**src/rtl/bram_arbiter_pkg.sv**
```systemverilog
// Shared constants for the BRAM arbiter: FSM encodings, client indices and
// a small helper for the round-robin pointer.
package bram_arbiter_pkg;

    typedef enum logic {
        INIT = 1'b0,
        RUN  = 1'b1
    } state_t;

    localparam logic CLIENT0 = 1'b0;
    localparam logic CLIENT1 = 1'b1;

    function automatic logic otherClient(input logic client);
        return (client == CLIENT0) ? CLIENT1 : CLIENT0;
    endfunction

endpackage

```
**src/rtl/bram_arbiter_if.sv**
```systemverilog
// Bundle of the two client ports, the BRAM-side port and initDone.
// Handshake: a client raises reqc with stable wrc/addrc/wdatac and keeps them
// until it sees gntc high in the same cycle; that cycle is the transfer. A read
// returns one cycle later, qualified by rvalidc. Dropping reqc before a grant
// withdraws the request.
interface bram_arbiter_if #(
    parameter int DATA_WIDTH = 32,
    parameter int ADDR_WIDTH = 8
);
    logic                  req0;
    logic                  wr0;
    logic [ADDR_WIDTH-1:0] addr0;
    logic [DATA_WIDTH-1:0] wdata0;
    logic                  gnt0;
    logic                  rvalid0;
    logic [DATA_WIDTH-1:0] rdata0;

    logic                  req1;
    logic                  wr1;
    logic [ADDR_WIDTH-1:0] addr1;
    logic [DATA_WIDTH-1:0] wdata1;
    logic                  gnt1;
    logic                  rvalid1;
    logic [DATA_WIDTH-1:0] rdata1;

    logic                  readEnable;
    logic [ADDR_WIDTH-1:0] readAddress;
    logic [DATA_WIDTH-1:0] readData;
    logic                  writeEnable;
    logic [ADDR_WIDTH-1:0] writeAddress;
    logic [DATA_WIDTH-1:0] writeData;

    logic                  initDone;

    modport slave (
        input  req0, wr0, addr0, wdata0, req1, wr1, addr1, wdata1, readData,
        output gnt0, rvalid0, rdata0, gnt1, rvalid1, rdata1,
               readEnable, readAddress, writeEnable, writeAddress, writeData,
               initDone
    );

    modport master (
        output req0, wr0, addr0, wdata0, req1, wr1, addr1, wdata1, readData,
        input  gnt0, rvalid0, rdata0, gnt1, rvalid1, rdata1,
               readEnable, readAddress, writeEnable, writeAddress, writeData,
               initDone
    );

endinterface

```
**src/rtl/bram_arbiter_rr.sv**
```systemverilog
// Two-way round-robin selection: a lone requester always wins, a tie goes to
// the client named by ptr. The pointer itself is kept by the parent.
module rr_arbiter_2
    import bram_arbiter_pkg::*;
(
    input  logic [1:0] req,
    input  logic       ptr,
    output logic [1:0] gnt
);

    always_comb begin
        gnt = 2'b00;
        if (req[0] && (!req[1] || ptr == CLIENT0)) begin
            gnt[0] = 1'b1;
        end else if (req[1]) begin
            gnt[1] = 1'b1;
        end
    end

endmodule

```
**src/rtl/bram_arbiter.sv**
```systemverilog
// Two-client arbiter in front of a single BRAM: sweeps INIT_VALUE into every
// word after reset, then grants one read or write per cycle round-robin.
module bram_arbiter
    import bram_arbiter_pkg::*;
#(
    parameter int                    DATA_WIDTH = 32,
    parameter int                    ADDR_WIDTH = 8,
    parameter logic [DATA_WIDTH-1:0] INIT_VALUE = '0
) (
    input  logic          clock,
    input  logic          reset,
    bram_arbiter_if.slave bus,
    output state_t        debugState
);

    localparam logic [ADDR_WIDTH-1:0] LAST_ADDR = '1;

    state_t                state;
    state_t                nextState;
    logic [ADDR_WIDTH-1:0] sweepCount;
    logic                  ptr;
    logic                  pendValid;
    logic                  pendOwner;
    logic [ADDR_WIDTH-1:0] holdReadAddr;
    logic [ADDR_WIDTH-1:0] holdWriteAddr;
    logic [DATA_WIDTH-1:0] holdWriteData;

    logic [1:0]            reqVec;
    logic [1:0]            gntVec;
    logic                  grantOwner;
    logic                  selWr;
    logic [ADDR_WIDTH-1:0] selAddr;
    logic [DATA_WIDTH-1:0] selWdata;
    logic                  rdGrant;
    logic                  wrGrant;

    logic                  readEnable;
    logic [ADDR_WIDTH-1:0] readAddress;
    logic                  writeEnable;
    logic [ADDR_WIDTH-1:0] writeAddress;
    logic [DATA_WIDTH-1:0] writeData;

    // Requests are invisible during the sweep, so nothing is queued in INIT.
    assign reqVec = (state == RUN) ? {bus.req1, bus.req0} : 2'b00;

    rr_arbiter_2 rrArbiter (
        .req (reqVec),
        .ptr (ptr),
        .gnt (gntVec)
    );

    assign grantOwner = gntVec[1] ? CLIENT1 : CLIENT0;
    assign selWr      = (grantOwner == CLIENT1) ? bus.wr1    : bus.wr0;
    assign selAddr    = (grantOwner == CLIENT1) ? bus.addr1  : bus.addr0;
    assign selWdata   = (grantOwner == CLIENT1) ? bus.wdata1 : bus.wdata0;
    assign rdGrant    = (|gntVec) && !selWr;
    assign wrGrant    = (|gntVec) && selWr;

    always_ff @(posedge clock or posedge reset) begin
        if (reset) begin
            state         <= INIT;
            sweepCount    <= '0;
            ptr           <= CLIENT0;
            pendValid     <= 1'b0;
            pendOwner     <= CLIENT0;
            holdReadAddr  <= '0;
            holdWriteAddr <= '0;
            holdWriteData <= '0;
        end else begin
            state <= nextState;
            if (state == INIT) begin
                sweepCount <= sweepCount + 1'b1;
            end
            if (|gntVec) begin
                ptr <= otherClient(grantOwner);
            end
            pendValid <= rdGrant;
            if (rdGrant) begin
                pendOwner <= grantOwner;
            end
            if (writeEnable) begin
                holdWriteAddr <= writeAddress;
                holdWriteData <= writeData;
            end
            if (readEnable) begin
                holdReadAddr <= readAddress;
            end
        end
    end

    always_comb begin
        nextState = state;
        case (state)
            INIT:    if (sweepCount == LAST_ADDR) nextState = RUN;
            RUN:     nextState = RUN;
            default: nextState = INIT;
        endcase
    end

    // Reset gates the BRAM strobes directly so they drop the moment it rises.
    always_comb begin
        readEnable   = 1'b0;
        readAddress  = holdReadAddr;
        writeEnable  = 1'b0;
        writeAddress = holdWriteAddr;
        writeData    = holdWriteData;
        if (!reset) begin
            case (state)
                INIT: begin
                    writeEnable  = 1'b1;
                    writeAddress = sweepCount;
                    writeData    = INIT_VALUE;
                end
                RUN: begin
                    if (wrGrant) begin
                        writeEnable  = 1'b1;
                        writeAddress = selAddr;
                        writeData    = selWdata;
                    end
                    if (rdGrant) begin
                        readEnable  = 1'b1;
                        readAddress = selAddr;
                    end
                end
                default: ;
            endcase
        end
    end

    assign bus.gnt0         = gntVec[0];
    assign bus.gnt1         = gntVec[1];
    assign bus.rvalid0      = pendValid && (pendOwner == CLIENT0);
    assign bus.rvalid1      = pendValid && (pendOwner == CLIENT1);
    assign bus.rdata0       = bus.readData;
    assign bus.rdata1       = bus.readData;
    assign bus.readEnable   = readEnable;
    assign bus.readAddress  = readAddress;
    assign bus.writeEnable  = writeEnable;
    assign bus.writeAddress = writeAddress;
    assign bus.writeData    = writeData;
    assign bus.initDone     = (state == RUN);
    assign debugState       = state;

endmodule

```
**src/flat_wrapper.sv**
```systemverilog
// flat-port wrapper written by rule: the top's interface ports become plain ports
module bram_arbiter_flat import bram_arbiter_pkg::*;
#(
    parameter int                    DATA_WIDTH = 32,
    parameter int                    ADDR_WIDTH = 8,
    parameter logic [DATA_WIDTH-1:0] INIT_VALUE = '0
)
  (clock, reset, debugState, bus_req0, bus_wr0, bus_addr0, bus_wdata0, bus_req1, bus_wr1, bus_addr1, bus_wdata1, bus_readData, bus_gnt0, bus_rvalid0, bus_rdata0, bus_gnt1, bus_rvalid1, bus_rdata1, bus_readEnable, bus_readAddress, bus_writeEnable, bus_writeAddress, bus_writeData, bus_initDone);
  bram_arbiter_if #(.DATA_WIDTH(DATA_WIDTH), .ADDR_WIDTH(ADDR_WIDTH)) bus_i ();
  input  logic clock;
  input  logic reset;
  output state_t debugState;
  input wire logic [$bits(bus_i.req0)-1:0] bus_req0;
  input wire logic [$bits(bus_i.wr0)-1:0] bus_wr0;
  input wire logic [$bits(bus_i.addr0)-1:0] bus_addr0;
  input wire logic [$bits(bus_i.wdata0)-1:0] bus_wdata0;
  input wire logic [$bits(bus_i.req1)-1:0] bus_req1;
  input wire logic [$bits(bus_i.wr1)-1:0] bus_wr1;
  input wire logic [$bits(bus_i.addr1)-1:0] bus_addr1;
  input wire logic [$bits(bus_i.wdata1)-1:0] bus_wdata1;
  input wire logic [$bits(bus_i.readData)-1:0] bus_readData;
  output wire logic [$bits(bus_i.gnt0)-1:0] bus_gnt0;
  output wire logic [$bits(bus_i.rvalid0)-1:0] bus_rvalid0;
  output wire logic [$bits(bus_i.rdata0)-1:0] bus_rdata0;
  output wire logic [$bits(bus_i.gnt1)-1:0] bus_gnt1;
  output wire logic [$bits(bus_i.rvalid1)-1:0] bus_rvalid1;
  output wire logic [$bits(bus_i.rdata1)-1:0] bus_rdata1;
  output wire logic [$bits(bus_i.readEnable)-1:0] bus_readEnable;
  output wire logic [$bits(bus_i.readAddress)-1:0] bus_readAddress;
  output wire logic [$bits(bus_i.writeEnable)-1:0] bus_writeEnable;
  output wire logic [$bits(bus_i.writeAddress)-1:0] bus_writeAddress;
  output wire logic [$bits(bus_i.writeData)-1:0] bus_writeData;
  output wire logic [$bits(bus_i.initDone)-1:0] bus_initDone;
  assign bus_i.req0 = bus_req0;
  assign bus_i.wr0 = bus_wr0;
  assign bus_i.addr0 = bus_addr0;
  assign bus_i.wdata0 = bus_wdata0;
  assign bus_i.req1 = bus_req1;
  assign bus_i.wr1 = bus_wr1;
  assign bus_i.addr1 = bus_addr1;
  assign bus_i.wdata1 = bus_wdata1;
  assign bus_i.readData = bus_readData;
  assign bus_gnt0 = bus_i.gnt0;
  assign bus_rvalid0 = bus_i.rvalid0;
  assign bus_rdata0 = bus_i.rdata0;
  assign bus_gnt1 = bus_i.gnt1;
  assign bus_rvalid1 = bus_i.rvalid1;
  assign bus_rdata1 = bus_i.rdata1;
  assign bus_readEnable = bus_i.readEnable;
  assign bus_readAddress = bus_i.readAddress;
  assign bus_writeEnable = bus_i.writeEnable;
  assign bus_writeAddress = bus_i.writeAddress;
  assign bus_writeData = bus_i.writeData;
  assign bus_initDone = bus_i.initDone;
  bram_arbiter #(.DATA_WIDTH(DATA_WIDTH), .ADDR_WIDTH(ADDR_WIDTH), .INIT_VALUE(INIT_VALUE)) u_core (.clock(clock), .reset(reset), .bus(bus_i), .debugState(debugState));
endmodule
```
**config.mk**
```make
export PLATFORM = sky130hd
export DESIGN_NAME = bram_arbiter_flat
export DESIGN_NICKNAME = d
export VERILOG_FILES = /design/src/rtl/bram_arbiter_pkg.sv /design/src/rtl/bram_arbiter_if.sv /design/src/rtl/bram_arbiter_rr.sv /design/src/rtl/bram_arbiter.sv /design/src/flat_wrapper.sv
export SDC_FILE = /design/constraint.sdc
export NUM_CORES = 1
export LEC_CHECK = 0
export BUFFER_PORTS_ARGS = -buffer_cell sky130_fd_sc_hd__buf_4
export CAP_MARGIN = 20
export CORE_MARGIN = 3
export CORE_UTILIZATION = 44
export CTS_CLUSTER_SIZE = 12
export DETAILED_ROUTE_END_ITERATION = 7
export PLACE_DENSITY = 0.92
export SYNTH_ARGS = -nofsm -noshare
export SYNTH_HDL_FRONTEND = slang
export SYNTH_SLANG_ARGS = --single-unit
```
**constraint.sdc**
```tcl
create_clock -name clock -period 4 [get_ports clock]
set_clock_uncertainty 0.15 [all_clocks]
set_input_delay 1 -clock clock [delete_from_list [all_inputs] [get_ports clock]]
set_output_delay 1 -clock clock [all_outputs]
set_load 0.02 [all_outputs]
```
==> flow_summary.toml, run 1 <==
[clock_network]
cts_buffer_depth = 2
ctsHoldBuffers = 0
post_cts_buffers = 0
root_buffer = "clkbuf_8"
cts_tree = "done"
cts_resized = 0
clkTransAtPathRegs_ns = 0.06
cts.sinks = 60
clk_latency_ns = 0.33
cts-buffers-inserted = 9
htreeDepth = 3

[power_and_ir_drop]
power_uw = 1460
peakVddDrop_v = 0.000175
p_leak_uw = 0.00218
power.density_mw_per_mm2 = 302

[setup_path]
crit_path_start = "bus_req0"
r2r_cells = 5
crit_type = "in -> out"
worst-path-max-fanout = 10
reg2reg_from = "u_core.ptr$_DFFE_PP0P_"
cp.required_ns = 2.85
end_kind = "primary output"
startpoint_type = "input pin"
crit_arrival_ns = 2.43

[logic_synthesis]
synth_fp_nets = 512
synth_flop_cell = "dfrtp_1"
ys_async_sr_fraction = 1.00
ys_warn_count = 0
ys_seq_area_frac = 0.378
synth_edf_count = 0
syn_area_sq_mm = 0.00397
syn_area_per_cell_sq_um = 10.1
synth.distinct_cells = 37
ys_ff_latch = 60
syn_inst = 393

[drt]
drtIter0Drc = 93
totalWireLength_microns = 10500
avgRoutedWirePerCell_microns = 18.2
detail_route.first_pass.iterations = 4
post_drt_via_cell_ratio = 5.74
drcViolationCount = 0
ant_nets = 0
vias = 3301

[cells_and_area]
final_nets = 581
postLayoutCoreUtil = 0.552
syn2layout_area_growth_pct = 21.7
finalNonFillerCells = 575
regArea_sq_mm = 0.00150
num_antenna_cells = 0
multi_input_area_sq_mm = 0.00172
drive_above_1_share = 0.396
nFillCells = 771

[timing]
slew_headroom = 0.653
tns_ns = 0
worst_pin_slew_ns = 0.518
worst_hold_slack_ns = 0.352
finalSetupViolations = 0
fin_crit_sh = 0.895
grt_setup_unrepaired = "no"
period_needed_ns = 3.58
hold_viol = 0
drv_slew = 0
fmax_mhz = 279

[hold_path]
min_path_type = "reg -> reg"
min_path_cells = 1
holdCritStartpoint = "u_core.holdWriteData[26]$_DFFE_PP0P_"

[placement]
dpl.hpwl_microns = 7880
dp.cells = 558
gp_congestion = 0.803
port_buffers = 141

[floorplan]
fp-row-count = 34
chipWidth_microns = 101
start_util = 0.453
ios = 238
fp.dieH_microns = 101
core_sq_mm = 0.00876
dieArea_sq_mm = 0.0102

[grt]
grt_overflow = 0
grt_max_degree = 48
grtUsageTotal = 0.206
grt_pass1_wl_microns = 16300
antenna_found_initial = 0
grt_pass1_vias = 3398

[run_status]
status = "completed"

[job]
maxCapViolCount = 0
==> routing by layer <==
metal,wire (microns),track usage,vias up
li1,-,-,1520
met1,3930,0.224,1596
met2,5340,0.357,147
met3,943,0.0651,38
met4,282,0.106,0
met5,0,0,-
==> state kept, by name, indices dropped and copies added, names as in the netlist <==
name / flops
u_core.pendValid: 1
u_core.holdWriteData: 32
u_core.holdReadAddr: 8
u_core.bus.initDone: 1
u_core.holdWriteAddr: 8
u_core.sweepCount: 8
u_core.pendOwner: 1
u_core.ptr: 1
==> worst max-delay path, cell delays in order <==
cell and delay [ns]:
buf_4 0.13, nand2b_4 0.08, and3_2 0.22, buf_4 0.26, mux2i_1 0.38, a31oi_1 0.16, buf_4 0.18
==> cells in the final DEF (no fill, tap or decap), types with 5 or more instances in the layout <==
cell type,instances
a21oi_1,9
nand3_1,16
buf_4,152
mux2i_1,34
o21ai_1,17
a22o_1,8
xnor2_1,6
a31oi_1,25
o2bb2ai_1,32
clkbuf_8,11
nand2_1,20
mux2i_2,6
inv_1,5
o211ai_1,32
dfrtp_1,60
==> path summary, 6_finish.rpt <==
kind                                                        end  slack, ns
max                                          bus_readAddress[6]       0.42
min                        u_core.holdWriteData[26]$_DFFE_PP0P_       0.35
max reg2reg                u_core.holdWriteData[24]$_DFFE_PP0P_       2.03
min reg2reg                u_core.holdWriteData[26]$_DFFE_PP0P_       0.35
max in group asynchronous    u_core.holdReadAddr[7]$_DFFE_PP0P_       2.43
min in group asynchronous      u_core.sweepCount[1]$_DFFE_PP0N_       0.57
==> power by group <==
| group | switching (uW) | total, uW | internal (uW) |
|---|---|---|---|
| registers | 2.56 | 613 | 611 |
| logic | 82.3 | 166 | 83.3 |
| clock network | 232 | 679 | 447 |
| total | 317 | 1460 | 1140 |
==> cell usage after synthesis, types with 6 or more instances <==
cell type / n / area, sq um
buf_6: 10 / 113
dfrtp_1: 60 / 1500
a31oi_1: 25 / 156
a22o_1: 8 / 70.1
o21ai_1: 17 / 85.1
o2bb2ai_1: 32 / 280
buf_2: 9 / 45.0
xnor2_1: 6 / 52.6
nand3_1: 16 / 80.1
inv_1: 6 / 22.5
buf_4: 69 / 518
nand2_1: 20 / 75.1
mux2i_2: 6 / 82.6
clkbuf_1: 7 / 26.3
a21oi_1: 9 / 45.0
o211ai_1: 32 / 240
mux2i_1: 34 / 340
==> cell type report <==
class	instances	area share
inverter	7	0.00543
sequential	60	0.310
clock buffer	12	0.0321
tap	108	0.0279
timing repair buffer	155	0.248
clock inverter	4	0.0197
multi-input combinational	229	0.356
==> cell families after synthesis <==
family,share of synthesized area
AO/OA/AOI/OAI,0.238
buffers and inverters,0.189
flip-flops,0.378
AND/OR/NAND/NOR,0.0674
multiplexers,0.109
XOR/XNOR,0.0154
adder cells (fa/ha/maj),0.00315
==> through the flow <==
stage	area (sq um)	setup slack, ns
6_report	4840	0.421
5_1_grt	4840	0.319
4_1_cts	4820	0.413
3_5_place_dp	4570	0.423
3_3_place_gp	4570	0.464
2_1_floorplan	3970	0.640
No activity file was read; power rests on OpenSTA's default activity.
==> inputs of run 2 (changes only) <==
CORE_UTILIZATION = 45   (was 44)
CTS_BUF_LIST = sky130_fd_sc_hd__clkbuf_4 sky130_fd_sc_hd__clkbuf_8   (was default)
PLACE_DENSITY = 0.94   (was 0.92)
==> run 2 against run 1 <==
Against the previous run: first-iteration DRC count is 25% higher; largest power group is now registers; routed wire length down 4.7%; critical endpoint is now bus_writeData[25]; die area is 2.1% lower; core utilization grew 1.7 points; critical path depth did not move; clock-buffer cell count rose by 1.
==> flow_summary.toml, run 2 (same netlist as run 1, synthesis figures left out) <==
[timing]
fmax_mhz = 272
hold_viol = 0
fin_crit_sh = 0.918
period_needed_ns = 3.67
finalSetupViolations = 0
tns_ns = 0
worst_hold_slack_ns = 0.346
worst_pin_slew_ns = 0.850
drv_slew = 0
grt_setup_unrepaired = "no"
slew_headroom = 0.432

[drt]
detail_route.first_pass.iterations = 4
ant_nets = 0
totalWireLength_microns = 10000
drtIter0Drc = 116
post_drt_via_cell_ratio = 5.79
avgRoutedWirePerCell_microns = 17.6
vias = 3297
drcViolationCount = 0

[clock_network]
cts.sinks = 60
clk_latency_ns = 0.33
htreeDepth = 3
ctsHoldBuffers = 0
cts_buffer_depth = 2
clkTransAtPathRegs_ns = 0.07
cts-buffers-inserted = 9
cts_resized = 0
post_cts_buffers = 0
root_buffer = "clkbuf_8"
cts_tree = "done"

[power_and_ir_drop]
power_uw = 1340
internal_power_uw = 1030
p_leak_uw = 0.00214
p_sw_frac = 0.234
p_sw_uw = 314
p_seq_frac = 0.457
combPwrFrac = 0.119
power_frac_clock = 0.424
peakVddDrop_v = 0.000132
power.density_mw_per_mm2 = 281

[floorplan]
start_util = 0.474
chipWidth_microns = 100
fp.dieH_microns = 100
fp-row-count = 33
core_sq_mm = 0.00838
ios = 238
dieArea_sq_mm = 0.00999

[setup_path]
reg2reg_from = "u_core.bus.initDone$_DFF_PP0_"
cp_common_cell = "buf_4"
crit_chain = "buf_4 > nand2b_4 > and3_2 > buf_12 > mux2i_1 > o2bb2ai_1 > buf_4"
worst-path-max-fanout = 32
cp.required_ns = 2.85
end_kind = "primary output"
crit_type = "in -> out"
slowest_delay_ns = 0.40
startpoint_type = "input pin"
cp_num_buf_inv = 3
crit_path_start = "bus_req0"
crit_arrival_ns = 2.52
critPathTopFamily = "buffers and inverters"
cpMaxStageDelayCell = "and3_2"

[placement]
dpl.hpwl_microns = 7540
port_buffers = 141
gp_congestion = 0.791
post_dp_cell_area_sq_mm = 0.00456

[grt]
grt_overflow = 0
grtUsageTotal = 0.200
grt_max_degree = 42
grt_pass1_wl_microns = 16100
antenna_found_initial = 0
grt_pass1_vias = 3408

[cells_and_area]
final_cell_area_sq_mm = 0.00477
postLayoutCoreUtil = 0.569
largest_register_ff_count = 32
regMostFlops = "u_core.holdWriteData"
layout_common_cells = "buf_4, dfrtp_1, mux2i_1"
syn2layout_area_growth_pct = 20.1
final_common_cell = "buf_4"
final_nets = 578
num_antenna_cells = 0
drive_above_1_share = 0.394

[job]
maxCapViolCount = 0

[run_status]
status = "completed"

[hold_path]
min_path_type = "reg -> reg"
holdCritStartpoint = "u_core.holdWriteData[18]$_DFFE_PP0P_"
-- run 2: changes by cell type in the layout (fill, tap and decap cells not counted) --
cell,previous run,this run
buf_4,152,149
clkinv_2,1,0
clkbuf_4,0,2
clkbuf_1,1,0
clkinvlp_4,0,2
bufinv_16,3,1
-- run 2: worst paths after layout --
| path | end | slack, ns | cells after the start |
|---|---|---|---|
| min in group asynchronous | u_core.holdReadAddr[7]$_DFFE_PP0P_ | 1.00 | 3 |
| max in group asynchronous | u_core.holdWriteData[21]$_DFFE_PP0P_ | 1.91 | 4 |
| max | bus_writeData[25] | 0.33 | 7 |
| min | u_core.holdWriteData[18]$_DFFE_PP0P_ | 0.35 | 1 |
| min reg2reg | u_core.holdWriteData[18]$_DFFE_PP0P_ | 0.35 | 1 |
| max reg2reg | u_core.holdWriteAddr[4]$_DFFE_PP0P_ | 2.00 | 5 |
-- run 2: metal layers --
layer / vias up / GRT usage / wire length (microns)
li1: 1523 / - / -
met1: 1567 / 0.239 / 3970
met2: 176 / 0.340 / 4890
met3: 31 / 0.0605 / 933
met4: 0 / 0.0777 / 204
met5: - / 0 / 0
-- run 2: power by group through the flow --
stage               clock, uW  sequential, uW  combinational (uW)
floorplan                   0             623                 162
global placement            0             624                 155
detailed placement          0             624                 161
CTS                       582             613                 161
global route              613             613                 174
finish                    569             613                 160
-- run 2: per-stage QoR --
stage          setup slack (ns)  instances
5_1_grt                   0.243        569
4_1_cts                   0.314        569
3_5_place_dp              0.317        553
6_report                  0.329        569
3_3_place_gp              0.383        553
2_1_floorplan             0.640        393
-- run 2: area by class of cell --
cell class	count	area, sq um
clock inverter	3	45.0
multi-input combinational	229	1720
timing repair buffer	152	1180
inverter	7	26.3
sequential	60	1500
fill	692	3610
clock buffer	13	166
tap	105	131
==> inputs of run 3 (changes only) <==
CTS_BUF_LIST = sky130_fd_sc_hd__clkbuf_8   (was sky130_fd_sc_hd__clkbuf_4 sky130_fd_sc_hd__clkbuf_8)
==> run 3 against run 2 <==
Against the previous run: register-to-register slack about the same; first-iteration DRC count down 0.86%; critical path depth unchanged; critical endpoint unchanged; largest power group unchanged.
==> flow_summary.toml, run 3 (same netlist as run 1, synthesis figures left out) <==
[power_and_ir_drop]
combPwrFrac = 0.121
p_seq_frac = 0.463
peakVddDrop_v = 0.000132
p_leak_uw = 0.00214
p_sw_frac = 0.239
p_sw_uw = 317
internal_power_uw = 1010
power.density_mw_per_mm2 = 278
power_frac_clock = 0.417

[clock_network]
cts_tree = "done"
post_cts_buffers = 0
cts_resized = 0
clk_latency_ns = 0.33
htreeDepth = 3
ctsHoldBuffers = 0
cts-buffers-inserted = 9
clkTransAtPathRegs_ns = 0.07
root_buffer = "clkbuf_8"
cts.sinks = 60
cts_buffer_depth = 2

[drt]
drtIter0Drc = 115
vias = 3291
post_drt_via_cell_ratio = 5.78
detail_route.first_pass.iterations = 4
avgRoutedWirePerCell_microns = 17.6
totalWireLength_microns = 10000
ant_nets = 0
drcViolationCount = 0

[floorplan]
ios = 238
chipWidth_microns = 100
start_util = 0.474
fp-row-count = 33
core_sq_mm = 0.00838
fp.dieH_microns = 100
dieArea_sq_mm = 0.00999

[setup_path]
startpoint_type = "input pin"
cpMaxStageDelayCell = "and3_2"
slowest_delay_ns = 0.41
crit_arrival_ns = 2.53
cp_common_cell = "buf_4"
end_kind = "primary output"
cp.required_ns = 2.85
crit_type = "in -> out"
crit_chain = "buf_4 > nand2b_4 > and3_2 > buf_12 > mux2i_1 > o2bb2ai_1 > buf_4"
worst-path-max-fanout = 32

[timing]
hold_viol = 0
slew_headroom = 0.432
tns_ns = 0
fmax_mhz = 272
finalSetupViolations = 0
period_needed_ns = 3.68
worst_pin_slew_ns = 0.850
fin_crit_sh = 0.919
drv_slew = 0
grt_setup_unrepaired = "no"

[grt]
grt_overflow = 0
grt_pass1_wl_microns = 16200
grt_pass1_vias = 3408
grtUsageTotal = 0.200
grt_max_degree = 42
antenna_found_initial = 0

[cells_and_area]
largest_register_ff_count = 32
drive_above_1_share = 0.390
nFillCells = 693
layout_common_cells = "buf_4, dfrtp_1, mux2i_1"
final_nets = 578
regMostFlops = "u_core.holdWriteData"
final_common_cell = "buf_4"
syn2layout_area_growth_pct = 19.9
postLayoutCoreUtil = 0.568
num_antenna_cells = 0

[run_status]
status = "completed"

[job]
maxCapViolCount = 0

[hold_path]
min_path_type = "reg -> reg"

[placement]
port_buffers = 141
dpl.hpwl_microns = 7540
gp_congestion = 0.791
==> run 3: cell count changes in the layout (fill, tap and decap cells not counted), sizes merged <==
cell | previous run | this run
inv | 7 | 9
clkbuf | 13 | 11
==> run 3: final timing paths <==
path                            depth (start not counted)  slack [ns]                              endpoint                                  from
worst max-delay path                                    7        0.33                     bus_writeData[25]                              bus_req0
max in group asynchronous                               4        1.91  u_core.holdWriteData[21]$_DFFE_PP0P_                                 reset
worst min register to register                          1        0.35  u_core.holdWriteData[18]$_DFFE_PP0P_  u_core.holdWriteData[18]$_DFFE_PP0P_
worst min-delay path                                    1        0.35  u_core.holdWriteData[18]$_DFFE_PP0P_  u_core.holdWriteData[18]$_DFFE_PP0P_
min in group asynchronous                               3        1.00    u_core.holdReadAddr[7]$_DFFE_PP0P_                                 reset
worst max register to register                          5        1.99   u_core.holdWriteAddr[4]$_DFFE_PP0P_         u_core.bus.initDone$_DFF_PP0_
==> run 3: cell type report <==
class	count	area, sq um	area share
clock buffer	11	151	0.0318
timing repair buffer	152	1180	0.247
sequential	60	1500	0.315
clock inverter	5	52.6	0.0110
inverter	7	26.3	0.00552
tap	105	131	0.0276
multi-input combinational	229	1720	0.361
==> run 3: layer usage <==
| metal | share of wire | wire [microns] | GRT usage | vias to the layer above |
|---|---|---|---|---|
| met5 | 0 | 0 | 0 | - |
| met4 | 0.020 | 204 | 0.0777 | 0 |
| met3 | 0.090 | 901 | 0.0605 | 31 |
| met2 | 0.49 | 4910 | 0.339 | 167 |
| met1 | 0.40 | 3990 | 0.239 | 1571 |
| li1 | - | - | - | 1522 |
==> run 3: per-stage QoR <==
stage	cells	setup slack [ns]	hold WS (ns)	total power, uW	area, sq um
2_1_floorplan	393	0.640	0.307	786	3970
3_3_place_gp	553	0.383	0.322	779	4560
3_5_place_dp	553	0.317	0.324	785	4560
4_1_cts	569	0.314	0.344	1340	4760
5_1_grt	569	0.243	0.364	1380	4760
6_report	569	0.325	0.346	1330	4760
==> run 3: worst max-delay path: cells and delay by family <==
family	cells	cell delay, ns
simple gates	2	0.49
mux	1	0.31
buf+inv	3	0.59
compound gates	1	0.13
==> run 3: power by group through the flow <==
stage          clock, uW  sequential [uW]  combinational (uW)
5_1_grt              595              613                 174
3_5_place_dp           0              624                 161
3_3_place_gp           0              624                 155
4_1_cts              564              613                 161
6_report             552              613                 160
2_1_floorplan          0              623                 162
